## src/rtl/pattern_gen_pkg.sv

```systemverilog
// -----------------------------------------------------------------------------
// pattern_gen_pkg
//   Shared types and helpers for the serial pattern stream generator.
//   - state_t    : transmitter FSM state (IDLE=0, SHIFT=1, DONE=2)
//   - cnt_width(): width of the bit counter / pair counter for a given WIDTH
// -----------------------------------------------------------------------------
package pattern_gen_pkg;

  typedef enum logic [1:0] {
    ST_IDLE  = 2'd0,
    ST_SHIFT = 2'd1,
    ST_DONE  = 2'd2
  } state_t;

  localparam int DEFAULT_WIDTH = 8;

  // Enough bits to hold any value 0..width (bit index and pair count).
  function automatic int cnt_width(input int width);
    return $clog2(width + 1);
  endfunction

endpackage

```

## src/rtl/pattern_stream_gen_pair_counter.sv

```systemverilog
// -----------------------------------------------------------------------------
// pair_counter
//   Golden model of a two-consecutive-ones detector: remembers the previous
//   serial bit and counts positions where the current and previous bits are
//   both 1. The count saturates at all-ones.
// Ports:
//   Clock, Resetn : clock, asynchronous active-low reset
//   i_clear       : synchronous clear of prev and count (accepted start)
//   i_enable      : a stream bit is present on i_bit this cycle
//   i_bit         : current serial bit
//   o_count       : number of consecutive-ones pairs seen so far
// -----------------------------------------------------------------------------
module pair_counter
  import pattern_gen_pkg::*;
#(
  parameter int CNT_W = cnt_width(DEFAULT_WIDTH)
) (
  input  logic             Clock,
  input  logic             Resetn,
  input  logic             i_clear,
  input  logic             i_enable,
  input  logic             i_bit,
  output logic [CNT_W-1:0] o_count
);

  logic             r_prev;
  logic [CNT_W-1:0] r_count;
  logic             w_pair;
  logic             w_saturated;

  assign w_pair      = i_bit & r_prev;
  assign w_saturated = (r_count == '1);

  // NOTE: state registers use non-blocking assignments so every flop samples
  // the pre-edge values of the others, independent of statement order.
  always_ff @(posedge Clock or negedge Resetn) begin
    if (!Resetn) begin
      r_prev  <= 1'b0;
      r_count <= '0;
    end else if (i_clear) begin
      r_prev  <= 1'b0;
      r_count <= '0;
    end else if (i_enable) begin
      r_prev <= i_bit;
      if (w_pair && !w_saturated) begin
        r_count <= r_count + 1'b1;
      end
    end
  end

  assign o_count = r_count;

endmodule

```

## src/rtl/pattern_stream_gen.sv

```systemverilog
// -----------------------------------------------------------------------------
// pattern_stream_gen
//   Serial stimulus transmitter for single-bit sequence detectors. Loads a
//   WIDTH-bit pattern on an accepted start, shifts it out MSB-first on w (one
//   bit per Clock, framed by w_valid), pulses done once afterwards, and reports
//   how many consecutive-ones pairs the stream contained.
// Ports:
//   Clock, Resetn : rising-edge clock, asynchronous active-low reset
//   start         : transmit request, honoured only in IDLE
//   pattern       : bits to send, captured on the accepted start edge
//   w             : serial data (0 whenever w_valid=0)
//   w_valid       : a pattern bit is on w
//   busy          : SHIFT or DONE
//   done          : one-cycle pulse after the last bit
//   ones_pairs    : consecutive-ones pair count of the current/last stream
//   repeat_i      : only with PATTERN_GEN_REPEAT_EN; loop the pattern with no
//                   gap while high at the last bit
// Build option: PATTERN_GEN_REPEAT_EN enables the repeat_i looping feature.
// -----------------------------------------------------------------------------
module pattern_stream_gen
  import pattern_gen_pkg::*;
#(
  parameter int WIDTH = DEFAULT_WIDTH,
  parameter int CNT_W = cnt_width(WIDTH)
) (
  input  logic             Clock,
  input  logic             Resetn,
  input  logic             start,
  input  logic [WIDTH-1:0] pattern,
`ifdef PATTERN_GEN_REPEAT_EN
  input  logic             repeat_i,
`endif
  output logic             w,
  output logic             w_valid,
  output logic             busy,
  output logic             done,
  output logic [CNT_W-1:0] ones_pairs
);

  state_t           r_state;
  logic [WIDTH-1:0] r_shreg;
  logic [CNT_W-1:0] r_bitcnt;
  logic             w_accept;
  logic             w_last_bit;
  logic             w_in_shift;

  assign w_in_shift = (r_state == ST_SHIFT);
  assign w_accept   = (r_state == ST_IDLE) && start;
  assign w_last_bit = (r_bitcnt == '0);

`ifdef PATTERN_GEN_REPEAT_EN
  // Copy of the captured pattern, reloaded into the shifter on each loop.
  logic [WIDTH-1:0] r_pattern;

  always_ff @(posedge Clock or negedge Resetn) begin
    if (!Resetn) begin
      r_pattern <= '0;
    end else if (w_accept) begin
      r_pattern <= pattern;
    end
  end
`endif

  always_ff @(posedge Clock or negedge Resetn) begin
    if (!Resetn) begin
      r_state  <= ST_IDLE;
      r_shreg  <= '0;
      r_bitcnt <= '0;
    end else begin
      case (r_state)
        ST_IDLE: begin
          if (start) begin
            r_shreg  <= pattern;
            r_bitcnt <= CNT_W'(WIDTH - 1);
            r_state  <= ST_SHIFT;
          end
        end
        ST_SHIFT: begin
          if (w_last_bit) begin
`ifdef PATTERN_GEN_REPEAT_EN
            if (repeat_i) begin
              r_shreg  <= r_pattern;
              r_bitcnt <= CNT_W'(WIDTH - 1);
            end else begin
              r_shreg <= {r_shreg[WIDTH-2:0], 1'b0};
              r_state <= ST_DONE;
            end
`else
            r_shreg <= {r_shreg[WIDTH-2:0], 1'b0};
            r_state <= ST_DONE;
`endif
          end else begin
            r_shreg  <= {r_shreg[WIDTH-2:0], 1'b0};
            r_bitcnt <= r_bitcnt - 1'b1;
          end
        end
        ST_DONE: r_state <= ST_IDLE;
        default: r_state <= ST_IDLE;
      endcase
    end
  end

  // Gate w so a downstream detector only ever sees 0s between streams.
  assign w       = w_in_shift & r_shreg[WIDTH-1];
  assign w_valid = w_in_shift;
  assign busy    = (r_state == ST_SHIFT) || (r_state == ST_DONE);
  assign done    = (r_state == ST_DONE);

  pair_counter #(
    .CNT_W(CNT_W)
  ) u_pair_counter (
    .Clock   (Clock),
    .Resetn  (Resetn),
    .i_clear (w_accept),
    .i_enable(w_in_shift),
    .i_bit   (w),
    .o_count (ones_pairs)
  );

endmodule

```

## config.mk

```make
export PLATFORM = sky130hd
export DESIGN_NAME = pattern_stream_gen
export DESIGN_NICKNAME = d
export VERILOG_FILES = /design/src/rtl/pattern_gen_pkg.sv /design/src/rtl/pattern_stream_gen_pair_counter.sv /design/src/rtl/pattern_stream_gen.sv
export SDC_FILE = /design/constraint.sdc
export NUM_CORES = 1
export LEC_CHECK = 0
export CORE_MARGIN = 5
export CORE_UTILIZATION = 40
export CTS_CLUSTER_DIAMETER = 50
export DETAILED_ROUTE_END_ITERATION = 10
export GPL_TIMING_DRIVEN = 0
export HOLD_SLACK_MARGIN = 0.12
export PLACE_DENSITY = 0.69
export REMOVE_ABC_BUFFERS = 1
export SLEW_MARGIN = 20
export SYNTH_ARGS = -nofsm -noshare
export SYNTH_HDL_FRONTEND = slang
export SYNTH_SLANG_ARGS = --single-unit
```

## constraint.sdc

```tcl
create_clock -name Clock -period 1.96 [get_ports Clock]
set_clock_uncertainty 0.15 [all_clocks]
set_input_delay 0.294 -clock Clock [delete_from_list [all_inputs] [get_ports Clock]]
set_output_delay 0.294 -clock Clock [all_outputs]
set_load 0.05 [all_outputs]
```

-- After elaboration in Yosys (flattened, before gate mapping)
Index checks and enable logic that the tools add are counted.
- register bits after elaboration: 19
- latch bits: 0
- memory bits (writable): 0
- bits in read-only memories: 0
- input port bits: 11
- output and inout bits: 8
- logic and storage cells: 41
- memories: 0
- add/subtract/negate cells: 2
- multipliers: 0
- div/mod/pow operators: 0
- $lt $le $gt $ge: 0
- equal/unequal tests: 6
- shifts and indexed selects: 0
- mux-type cells: 13
- bitwise operators: 2
- reduce and logical (&&, ||, !) cells: 13
- operator list (kind ; number):
    $mux W4 ; 5
    $pmux W8 S2 ; 1
    $mux W8 ; 1
    $pmux W4 S2 ; 1
    $ne A2 B2 Y1 const B ; 3
    $reduce_and A2 Y1 ; 3
    $reduce_bool A2 Y1 ; 3
    $add A4 B1 Y4 const B ; 1
    $eq A4 B4 Y1 const B ; 1
    $logic_not A4 Y1 ; 1
    $mux W2 ; 2
    $pmux W2 S2 ; 1
    $sub A4 B1 Y4 const B ; 1
    $reduce_and A3 Y1 ; 1
    $and A1 B1 Y1 ; 2
    $eq A2 B1 Y1 const B ; 1
    $eq A2 B2 Y1 const B ; 1
    $logic_and A1 B1 Y1 ; 2
    $logic_not A2 Y1 ; 1
    $mux W1 ; 2
    $logic_not A1 Y1 ; 1
    $logic_or A1 B1 Y1 ; 1

-- Depth between registers and ports, before layout
Gate-level depths: netlist of the first run.
- depth in word-level cells: 7
- depth in mapped cells: 7
- depth with buffers taken out: 5

-- Cells and area by module
From an unflattened synthesis of the first run, not the netlist that was laid out.
- cell total of the unflattened synthesis: 100
- area total of the unflattened synthesis: 1029.7 µm²
- modules (own cells, without submodules) (module ; instances ; cells an instance ; area an instance (µm²)):
    pattern_stream_gen ; 1 ; 77 ; 774.5
    pair_counter ; 1 ; 23 ; 255.2

-- Worst setup path before layout of the first run
OpenSTA, ideal clock, no wires.
- kind: reg-to-output
- from: reg r_state[1]
- to: out w
- arrival: 1.650 ns
- required time: 1.516 ns
- setup slack: -0.134 ns
- stages on the path, launching flop included: 5
- path buffers: 1
- cells stage by stage: dfrtp_1 inv_1 ha_1 buf_4 and2_1
- cells in the longest elaborated chain, start to end: 2
- ends and longest elaborated chain (what ; line ; RTL):
    start: declaration ; pattern_stream_gen.sv:40 ; state_t r_state;
    start signal: assignment ; pattern_stream_gen.sv:66 ; r_state <= ST_IDLE;
    start signal: assignment ; pattern_stream_gen.sv:75 ; r_state <= ST_SHIFT;
    start signal: assignment ; pattern_stream_gen.sv:90 ; r_state <= ST_DONE;
    $eq A2 B1 Y1 ; pattern_stream_gen.sv:47 ; assign w_in_shift = (r_state == ST_SHIFT);
    net w_valid ; pattern_stream_gen.sv:34 ; output logic w_valid,
    $and A1 B1 Y1 ; pattern_stream_gen.sv:104 ; assign w = w_in_shift & r_shreg[WIDTH-1];
    end: declaration ; pattern_stream_gen.sv:33 ; output logic w,
The timed path passes the listed nets, and every way through them passes these cells.

-- Worst setup path after layout of the first run
- from: reg r_state[0]
- to: out busy
- cells in the longest elaborated chain, start to end: 2
- elaborated cells on any way between the ends: 3
- those cells by class: eq/ne: 2; reduce/logical: 1
- ends and longest elaborated chain (what ; line ; RTL):
    $eq A2 B1 Y1 / $eq A2 B2 Y1 (equally long branches) ; pattern_stream_gen.sv:106 ; assign busy = (r_state == ST_SHIFT) || (r_state == ST_DONE);
    $logic_or A1 B1 Y1 * ; pattern_stream_gen.sv:106 ;
    end: declaration ; pattern_stream_gen.sv:35 ; output logic busy,
Every way passes the cells marked *; elsewhere a longest branch is shown, timed or not.

==> results.cfg, run 1 <==
[grt]
grt_util_all_layers = 0.120
grt_max_degree = 20
antenna_found_initial = 0
grt_pass1_vias = 755
grt_overflow_total = 0
grt_pass1_wl_um = 3300

[placement]
place_congestion = 0.833
pre_cts_slack_ns = -0.768
port_buffers = 18
place_hpwl_um = 1410
dp.cells = 148

[critical_path]
crit_slowest_cell = dfrtp_1
cp.required_ns = 1.52
cp-end-kind = primary output
critPathMaxFanout = 3
rrSetupSlack_ns = 0.09
path_class = flop to primary output
path_cells = inv_1, ha_1, clkdlybuf4s18_2
slowest_delay_ns = 0.43
crit_path_start_kind = flop
cp.arrival_ns = 1.47

[pwr]
power_density_mw_per_mm2 = 1490
ir_drop_mv = 1.05
p_leak_nw = 0.608
power_mw = 2.00

[clocking]
cts.htree.levels = 1
worstSkewPairLatency_ns = 0.30
cts_buffers = 3
cts.path.max_buffers = 2
clock-root-buffer = clkbuf_4
cts_hold_buf = 0
cts_tree = built
clkTransAtPathRegs_ns = 0.11
clkSinkCount = 19

[min_path]
worstHoldPathType = primary input to asynchronous set/reset pin

[routing]
final_antenna_net_count = 0
dr.pass1.iters = 4
drt_wl_total_um = 2010
drt_iter0_markers = 25
vias_per_cell = 5.23
vias = 837
drc = 0
wl_per_cell_um = 12.5

[synthesis]
synth.avg_cell_area_um2 = 10.0
synthTopCellsByCount = dfrtp_1 (19), o21ai_0 (10), a21oi_1 (9), nand2_1 (9), mux2i_1 (8)
synth_top_area_frac = 0.460
synthArstFlopShare = 1.00
ys_ff_latch = 19
yosysSeqAreaShare = 0.460
syn_inst = 103
synth_top_flop_cell = dfrtp_1
synth_largest_area_cell = dfrtp_1
yosysMostFrequentCell = dfrtp_1
synth-edff-count = 0
ys_types = 31
synthTopCellsByArea = dfrtp_1 (46%), mux2i_1 (7.7%), ha_1 (7.3%)
yosysWarnings = 0
netlist_area_mm2 = 0.00103

[timing]
relSlewSlack = 0.438
final-setup-viol-count = 0
fmax_mhz = 523
worst_pin_slew_ns = 0.841
setup_ws_ns = 0.0482
layout_worst_path_cycle_share = 0.975
hold_violations = 0
period_minus_slack_ns = 1.91
drv_slew = 0
tns_ns = 0

[floorplan]
io_pins = 19
fp.dieArea_mm2 = 0.00370
initial_core_util = 0.417
die_w_um = 60.8
core_mm2 = 0.00248
die-height_um = 60.8
rows = 18

[layout]
drive_gt1_frac = 0.162
multi_input_area_um2 = 542
area_growth_pct = 29.5
instances_no_fill = 160
final_nets = 148
seq_area_um2 = 475
diodes = 0
n_fill_cell = 229
utilization = 0.540

[run]
drv_cap = 0

[outcome]
status = finished, final reports clean
[critical path, delay by kind of cell (launching register included)]
| family | cells | cell delay (ns) |
|---|---|---|
| adders and majority gates | 1 | 0.28 |
| buffers and inverters | 2 | 0.46 |
| DFF | 1 | 0.43 |
[report_power, final]
part           switching [mW]  internal, mW  total, mW  leakage [nW]
sequential              0.130         0.541      0.672         0.240
clock                   0.121        0.0794      0.200        0.0150
combinational           0.615         0.510       1.13         0.352
[flip-flops by register name, indices dropped and copies added, names as in the netlist]
signal	flops
r_bitcnt	4
u_pair_counter.r_prev	1
r_shreg	8
u_pair_counter.o_count	4
r_state	2
[layout by cell type, fill, tap and decap left out, types with 2 or more instances in the layout]
cell | Yosys | layout
a21oi_1 | 9 | 9
clkdlybuf4s50_1 | 0 | 10
ha_1 | 6 | 4
clkdlybuf4s18_2 | 0 | 2
nand4_1 | 3 | 3
or3_1 | 3 | 3
o31ai_1 | 2 | 2
inv_1 | 7 | 7
and2_1 | 2 | 2
clkbuf_4 | 0 | 3
a31oi_1 | 2 | 2
o21a_1 | 2 | 2
nand2_1 | 9 | 9
dlygate4sd2_1 | 0 | 4
dfrtp_1 | 19 | 19
nor2b_1 | 3 | 3
mux2i_1 | 8 | 7
buf_4 | 1 | 8
o21ai_0 | 10 | 10
[through the flow]
stage                     instance area [um^2]  hold slack (ns)
final                                     1340            0.308
after global routing                      1340            0.377
after CTS                                 1290            0.337
after detailed placement                  1230            0.323
after global placement                    1230            0.312
after floorplan                           1020           -0.152
[worst paths after layout]
| path | cells after the start | endpoint | startpoint |
|---|---|---|---|
| worst max-delay path | 3 | busy | r_state[0] |
| worst min-delay path | 1 | r_state[0] | Resetn |
| worst max register to register | 5 | r_state[0] | r_bitcnt[0] |
| worst min register to register | 2 | r_shreg[6] | r_shreg[6] |
| max in group asynchronous | 1 | u_pair_counter.o_count[0] | Resetn |
| min in group Clock | 2 | r_shreg[6] | r_shreg[6] |
[cell type report]
type | instances | share of cell area
sequential | 19 | 0.355
timing repair buffer | 26 | 0.173
multi-input combinational | 74 | 0.405
inverter | 7 | 0.0196
tap | 30 | 0.0280
clock buffer | 4 | 0.0196
[per-layer routing]
metal  routed length (um)  global-route usage  up-vias
met5                    0                   0        -
met4                   42              0.0557        0
met3                  113              0.0255        5
met2                  938               0.198       20
met1                  912               0.151      387
li1                     -                   -      425
[cells by family after synthesis]
| logic type | synth area share |
|---|---|
| AOI/OAI and AO/OA | 0.174 |
| and+or+nand+nor | 0.162 |
| DFF | 0.460 |
| buffers and inverters | 0.0424 |
| muxes | 0.0884 |
| adders and majority gates | 0.0726 |
[timing repair]
item | 4_1_cts | 5_1_grt
gates cloned | 0 | 0
resized for setup | 23 | 4
setup buffers | 1 | 7
setup endpoints to repair | 24 | 9
Power figures use the tool's default switching activity.
==> inputs of run 2 (changes only) <==
Settings changed: CORE_MARGIN 5 to 2.
==> run 2 against run 1 <==
Effect of this change: clock power down 4%; critical path depth is 1 higher; via count down 0.96%; combinational power hardly changed; fmax increased by 2.2%; core utilization grew 0.19 points; global-route usage up 3.6 points; first-iteration DRC count shrank 40%; sequential share of layout area grew 0.20 points; critical endpoint is now w.
==> results.cfg, run 2 (synthesis results as in run 1) <==
[grt]
antenna_found_initial = 0
grt_max_degree = 21
grt_pass1_vias = 801
grt_pass1_wl_um = 3390
grt_util_all_layers = 0.156
grt_overflow_total = 0

[layout]
final_common_cell = dfrtp_1
diodes = 0
largest_reg_flops = 8
area_growth_pct = 28.8
stdcell_area_mm2 = 0.00133
final_nets = 144
n_fill_cell = 223
drive_gt1_frac = 0.159
final_cell_mix = dfrtp_1 (19), o21ai_0 (10), clkdlybuf4s50_1 (10)
largest_register = r_shreg

[placement]
place_hpwl_um = 1410
port_buffers = 18
place_congestion = 0.855
dpl_cell_area_mm2 = 0.00123

[critical_path]
crit_slowest_cell = dfrtp_1
cp.required_ns = 1.52
cpLargestDelayFamily = flip-flops
crit_path_start_kind = flop
critPathMaxFanout = 11
cp-end-kind = primary output
crit_buf_inv = 2
slowest_delay_ns = 0.42
path_class = flop to primary output
cp.arrival_ns = 1.43
path_cells = inv_1, ha_4, and2_4, buf_6

[routing]
drt_iter0_markers = 15
dr.pass1.iters = 4
final_antenna_net_count = 0
vias = 829
wl_per_cell_um = 13.0
drt_wl_total_um = 2030
vias_per_cell = 5.31
drc = 0

[clocking]
cts.htree.levels = 1
worstSkewPairLatency_ns = 0.29
clkSinkCount = 19
cts_buffers = 3
cts_hold_buf = 0
cts.path.max_buffers = 2
clkTransAtPathRegs_ns = 0.11
cts_tree = built
clock-root-buffer = clkbuf_4

[timing]
layout_worst_path_cycle_share = 0.954
final-setup-viol-count = 0
relSlewSlack = 0.426
rsz0062_at_grt = false
period_minus_slack_ns = 1.87
hold_violations = 0
drv_slew = 0
fmax_mhz = 535
worst_pin_slew_ns = 0.859
hold_slack_ns = 0.335

[min_path]
worstHoldPathType = primary input to asynchronous set/reset pin

[floorplan]
fp.dieArea_mm2 = 0.00301
io_pins = 19
initial_core_util = 0.421
core_mm2 = 0.00245
die-height_um = 54.8
rows = 18
die_w_um = 54.8

[run]
drv_cap = 0

[outcome]
status = finished, final reports clean

[pwr]
p_leak_nw = 0.609
ir_drop_mv = 1.20
power_density_mw_per_mm2 = 1490
==> run 2: cell count changes in the layout (fill, tap and decap cells not counted), sizes merged <==
cell | previous run | this run
dlymetal6s2s | 0 | 1
clkdlybuf4s18 | 2 | 0
clkbuf | 5 | 4
dlygate4sd2 | 4 | 3
buf | 9 | 7
clkinv | 0 | 1
==> run 2: path summary, 6_finish.rpt <==
check	slack [ns]	cells after the start	end	startpoint
min in group Clock	0.34	2	r_shreg[2]	r_shreg[2]
max	0.09	4	w	r_state[1]
min reg2reg	0.34	2	r_shreg[2]	r_shreg[2]
min	0.34	1	r_state[0]	Resetn
max in group asynchronous	0.80	1	u_pair_counter.r_prev	Resetn
max reg2reg	0.11	5	r_state[0]	r_bitcnt[0]
==> run 2: worst register-to-register path: cells and delay by family, from the launching register on <==
kind / cells / cell delay (ns)
compound gates: 1 / 0.16
buf+inv: 1 / 0.11
mux: 1 / 0.33
simple gates: 1 / 0.41
fa+ha+maj: 1 / 0.16
flops: 1 / 0.42
==> run 2: final cells by class <==
| type | instances | area [um^2] | area share |
|---|---|---|---|
| Clock buffer | 3 | 22.5 | 0.0169 |
| Sequential cell | 19 | 475 | 0.357 |
| Multi-Input combinational cell | 74 | 557 | 0.418 |
| Inverter | 7 | 26.3 | 0.0197 |
| Tap cell | 30 | 37.5 | 0.0282 |
| Clock inverter | 1 | 5.00 | 0.00376 |
| Timing Repair Buffer | 22 | 208 | 0.156 |
==> run 2: repair_timing <==
| item | in CTS | in global routing |
|---|---|---|
| setup endpoints to repair | 24 | 14 |
| gates cloned | 0 | 0 |
| resized for setup | 24 | 8 |
| pin swaps | 0 | 0 |
| buffers inserted | 0 | 4 |
==> run 2: metal layers <==
layer / wire length [um] / up-vias / track usage / part of all wire
met4: 38 / 0 / 0.0542 / 0.019
met2: 976 / 13 / 0.258 / 0.48
li1: - / 418 / - / -
met5: 0 / - / 0 / 0
met1: 969 / 394 / 0.206 / 0.48
met3: 41 / 4 / 0.0246 / 0.020
==> run 2: stage by stage <==
step	setup TNS (ns)	utilization	cells	power, mW	setup WS [ns]
global placement	-6.58	0.503	148	1.59	-0.726
global route	0	0.542	156	2.16	0.0166
finish	0	0.542	156	1.98	0.0895
floorplan	-6.85	-	100	1.38	-0.514
CTS	-0.100	0.522	152	1.86	-0.0419
detailed placement	-7.24	0.503	148	1.62	-0.764
==> run 2: report_power, final <==
group | internal, mW | switching (mW)
clock | 0.0757 | 0.117
combinational | 0.494 | 0.624
sequential | 0.541 | 0.127
total | 1.11 | 0.868
==> inputs of run 3 (changes only) <==
Settings changed: ABC_AREA set to 1.
==> run 3 against run 2 <==
Effect of this change: largest power group unchanged; highest routed layer unchanged; sequential cell count is the same; final cell count grew 17%; global-route usage grew 0.84 points; synthesized cell count grew 23%.
==> results.cfg, run 3 <==
[clocking]
clkTransAtPathRegs_ns = 0.10
worstSkewPairLatency_ns = 0.30
cts_tree = built
clkSinkCount = 19
cts.path.max_buffers = 2
cts.htree.levels = 1
cts_buffers = 3
clock-root-buffer = clkbuf_4

[floorplan]
io_pins = 19
fp.dieArea_mm2 = 0.00296
die_w_um = 54.4
rows = 18
core_mm2 = 0.00243
initial_core_util = 0.418
die-height_um = 54.4

[timing]
worst_pin_slew_ns = 0.854
fmax_mhz = 543
rsz0062_at_grt = false
relSlewSlack = 0.429
drv_slew = 0
final-setup-viol-count = 0
hold_violations = 0
layout_worst_path_cycle_share = 0.940
period_minus_slack_ns = 1.84

[critical_path]
cp-end-kind = primary output
cp.required_ns = 1.52
startpoint = r_state[1]
path_class = flop to primary output
endpoint = w
crit_path_start_kind = flop
rrSetupSlack_ns = 0.23
reg2reg_depth = 7
r2r_start = r_state[1]
critPathMaxFanout = 9
cp.arrival_ns = 1.40
r2r-end = r_shreg[3]

[routing]
vias_per_cell = 4.97
vias = 905
drt_iter0_markers = 8
drc = 0
final_antenna_net_count = 0
drt_wl_total_um = 2000
dr.pass1.iters = 4
wl_per_cell_um = 11.0

[synthesis]
syn_inst = 127
yosysWarnings = 0
yosysMostFrequentCell = nand2_1
synthTopCellsByArea = dfrtp_1 (47%), nand2_1 (16%), ha_1 (7.4%)
synthTopCellsByCount = nand2_1 (42), dfrtp_1 (19), nor2_1 (14)
synth_top_flop_cell = dfrtp_1
synth_top_area_frac = 0.468
netlist_area_mm2 = 0.00102
ys_types = 18
synthArstFlopShare = 1.00
synth.avg_cell_area_um2 = 8.00
yosysSeqAreaShare = 0.468
synth-edff-count = 0
ys_ff_latch = 19
synth_largest_area_cell = dfrtp_1

[layout]
final_nets = 170
n_fill_cell = 244
largest_reg_flops = 8
diodes = 0
area_growth_pct = 26.2
final_cell_mix = nand2_1 (42), dfrtp_1 (19), nor2_1 (14)
utilization = 0.527
drive_gt1_frac = 0.118
largest_register = r_shreg
stdcell_area_mm2 = 0.00128
final_common_cell = nand2_1

[grt]
grt_max_degree = 20
grt_util_all_layers = 0.165
grt_pass1_wl_um = 3410
grt_pass1_vias = 791
grt_overflow_total = 0
antenna_found_initial = 0

[placement]
place_hpwl_um = 1440
place_congestion = 0.773
dpl_cell_area_mm2 = 0.00121
port_buffers = 18

[pwr]
power_density_mw_per_mm2 = 1600
power_mw = 2.06
ir_drop_mv = 0.728
p_leak_nw = 0.660

[outcome]
status = finished, final reports clean

[run]
drv_cap = 0

[min_path]
worstHoldPathType = primary input to asynchronous set/reset pin
[run 3: how the worst min path moves through the flow]
stage                      from                        end  cells after the start
floorplan                Resetn                r_bitcnt[0]                      0
global placement    r_bitcnt[0]                r_bitcnt[0]                      2
detailed placement  r_bitcnt[0]                r_bitcnt[0]                      2
CTS                      Resetn                 r_state[0]                      1
global route             Resetn  u_pair_counter.o_count[1]                      1
finish                   Resetn  u_pair_counter.o_count[1]                      1
[run 3: area by class of cell]
class | count | area [um^2] | share of cell area
flip-flops and latches | 19 | 475 | 0.371
clock buffers | 4 | 26.3 | 0.0205
inverters | 12 | 45.0 | 0.0351
multi-input cells | 93 | 489 | 0.381
repair buffers | 24 | 209 | 0.163
well taps | 30 | 37.5 | 0.0293
[run 3: stage by stage]
stage | std cells | setup TNS, ns | hold slack, ns | worst slack (ns)
2_1_floorplan | 124 | -3.51 | -0.152 | -0.324
3_3_place_gp | 172 | -3.93 | 0.312 | -0.529
3_5_place_dp | 172 | -4.58 | 0.326 | -0.542
4_1_cts | 178 | 0 | 0.349 | 0.0258
5_1_grt | 182 | 0 | 0.375 | 0.0141
6_report | 182 | 0 | 0.319 | 0.118
[run 3: timing repair]
action / 4_1_cts / 5_1_grt
setup buffers: 2 / 4
hold buffers: 0 / 0
resized for setup: 23 / 2
pin swaps: 1 / 0
hold endpoints to repair: 0 / 0
endpoints found under the setup margin: 24 / 3
[run 3: routing by layer]
| metal | track usage | part of all wire |
|---|---|---|
| met1 | 0.197 | 0.46 |
| met2 | 0.283 | 0.48 |
| met3 | 0.0574 | 0.051 |
| met4 | 0.0375 | 0.011 |
| met5 | 0 | 0 |
[run 3: critical path, cell delays in order (launching register included)]
cell     delay, ns
dfrtp_1       0.41
inv_1         0.14
ha_4          0.21
nand2_1       0.09
inv_1         0.06
buf_4         0.18
[run 3: cells by family (layout without fill, tap and decap cells)]
kind of cell / Yosys count / count (layout) / share of synthesized area
compound gates: 14 / 14 / 0.0911
xor+xnor: 2 / 2 / 0.0172
fa+ha+maj: 6 / 6 / 0.0739
buf+inv: 15 / 40 / 0.0628
flops: 19 / 19 / 0.468
simple gates: 71 / 71 / 0.287
[run 3: power by group]
part	leakage, nW	switching (mW)	total (mW)	internal, mW
Clock	0.0150	0.119	0.198	0.0794
Combinational	0.413	0.753	1.18	0.427
Sequential	0.232	0.120	0.678	0.558
Total	0.660	0.992	2.06	1.06
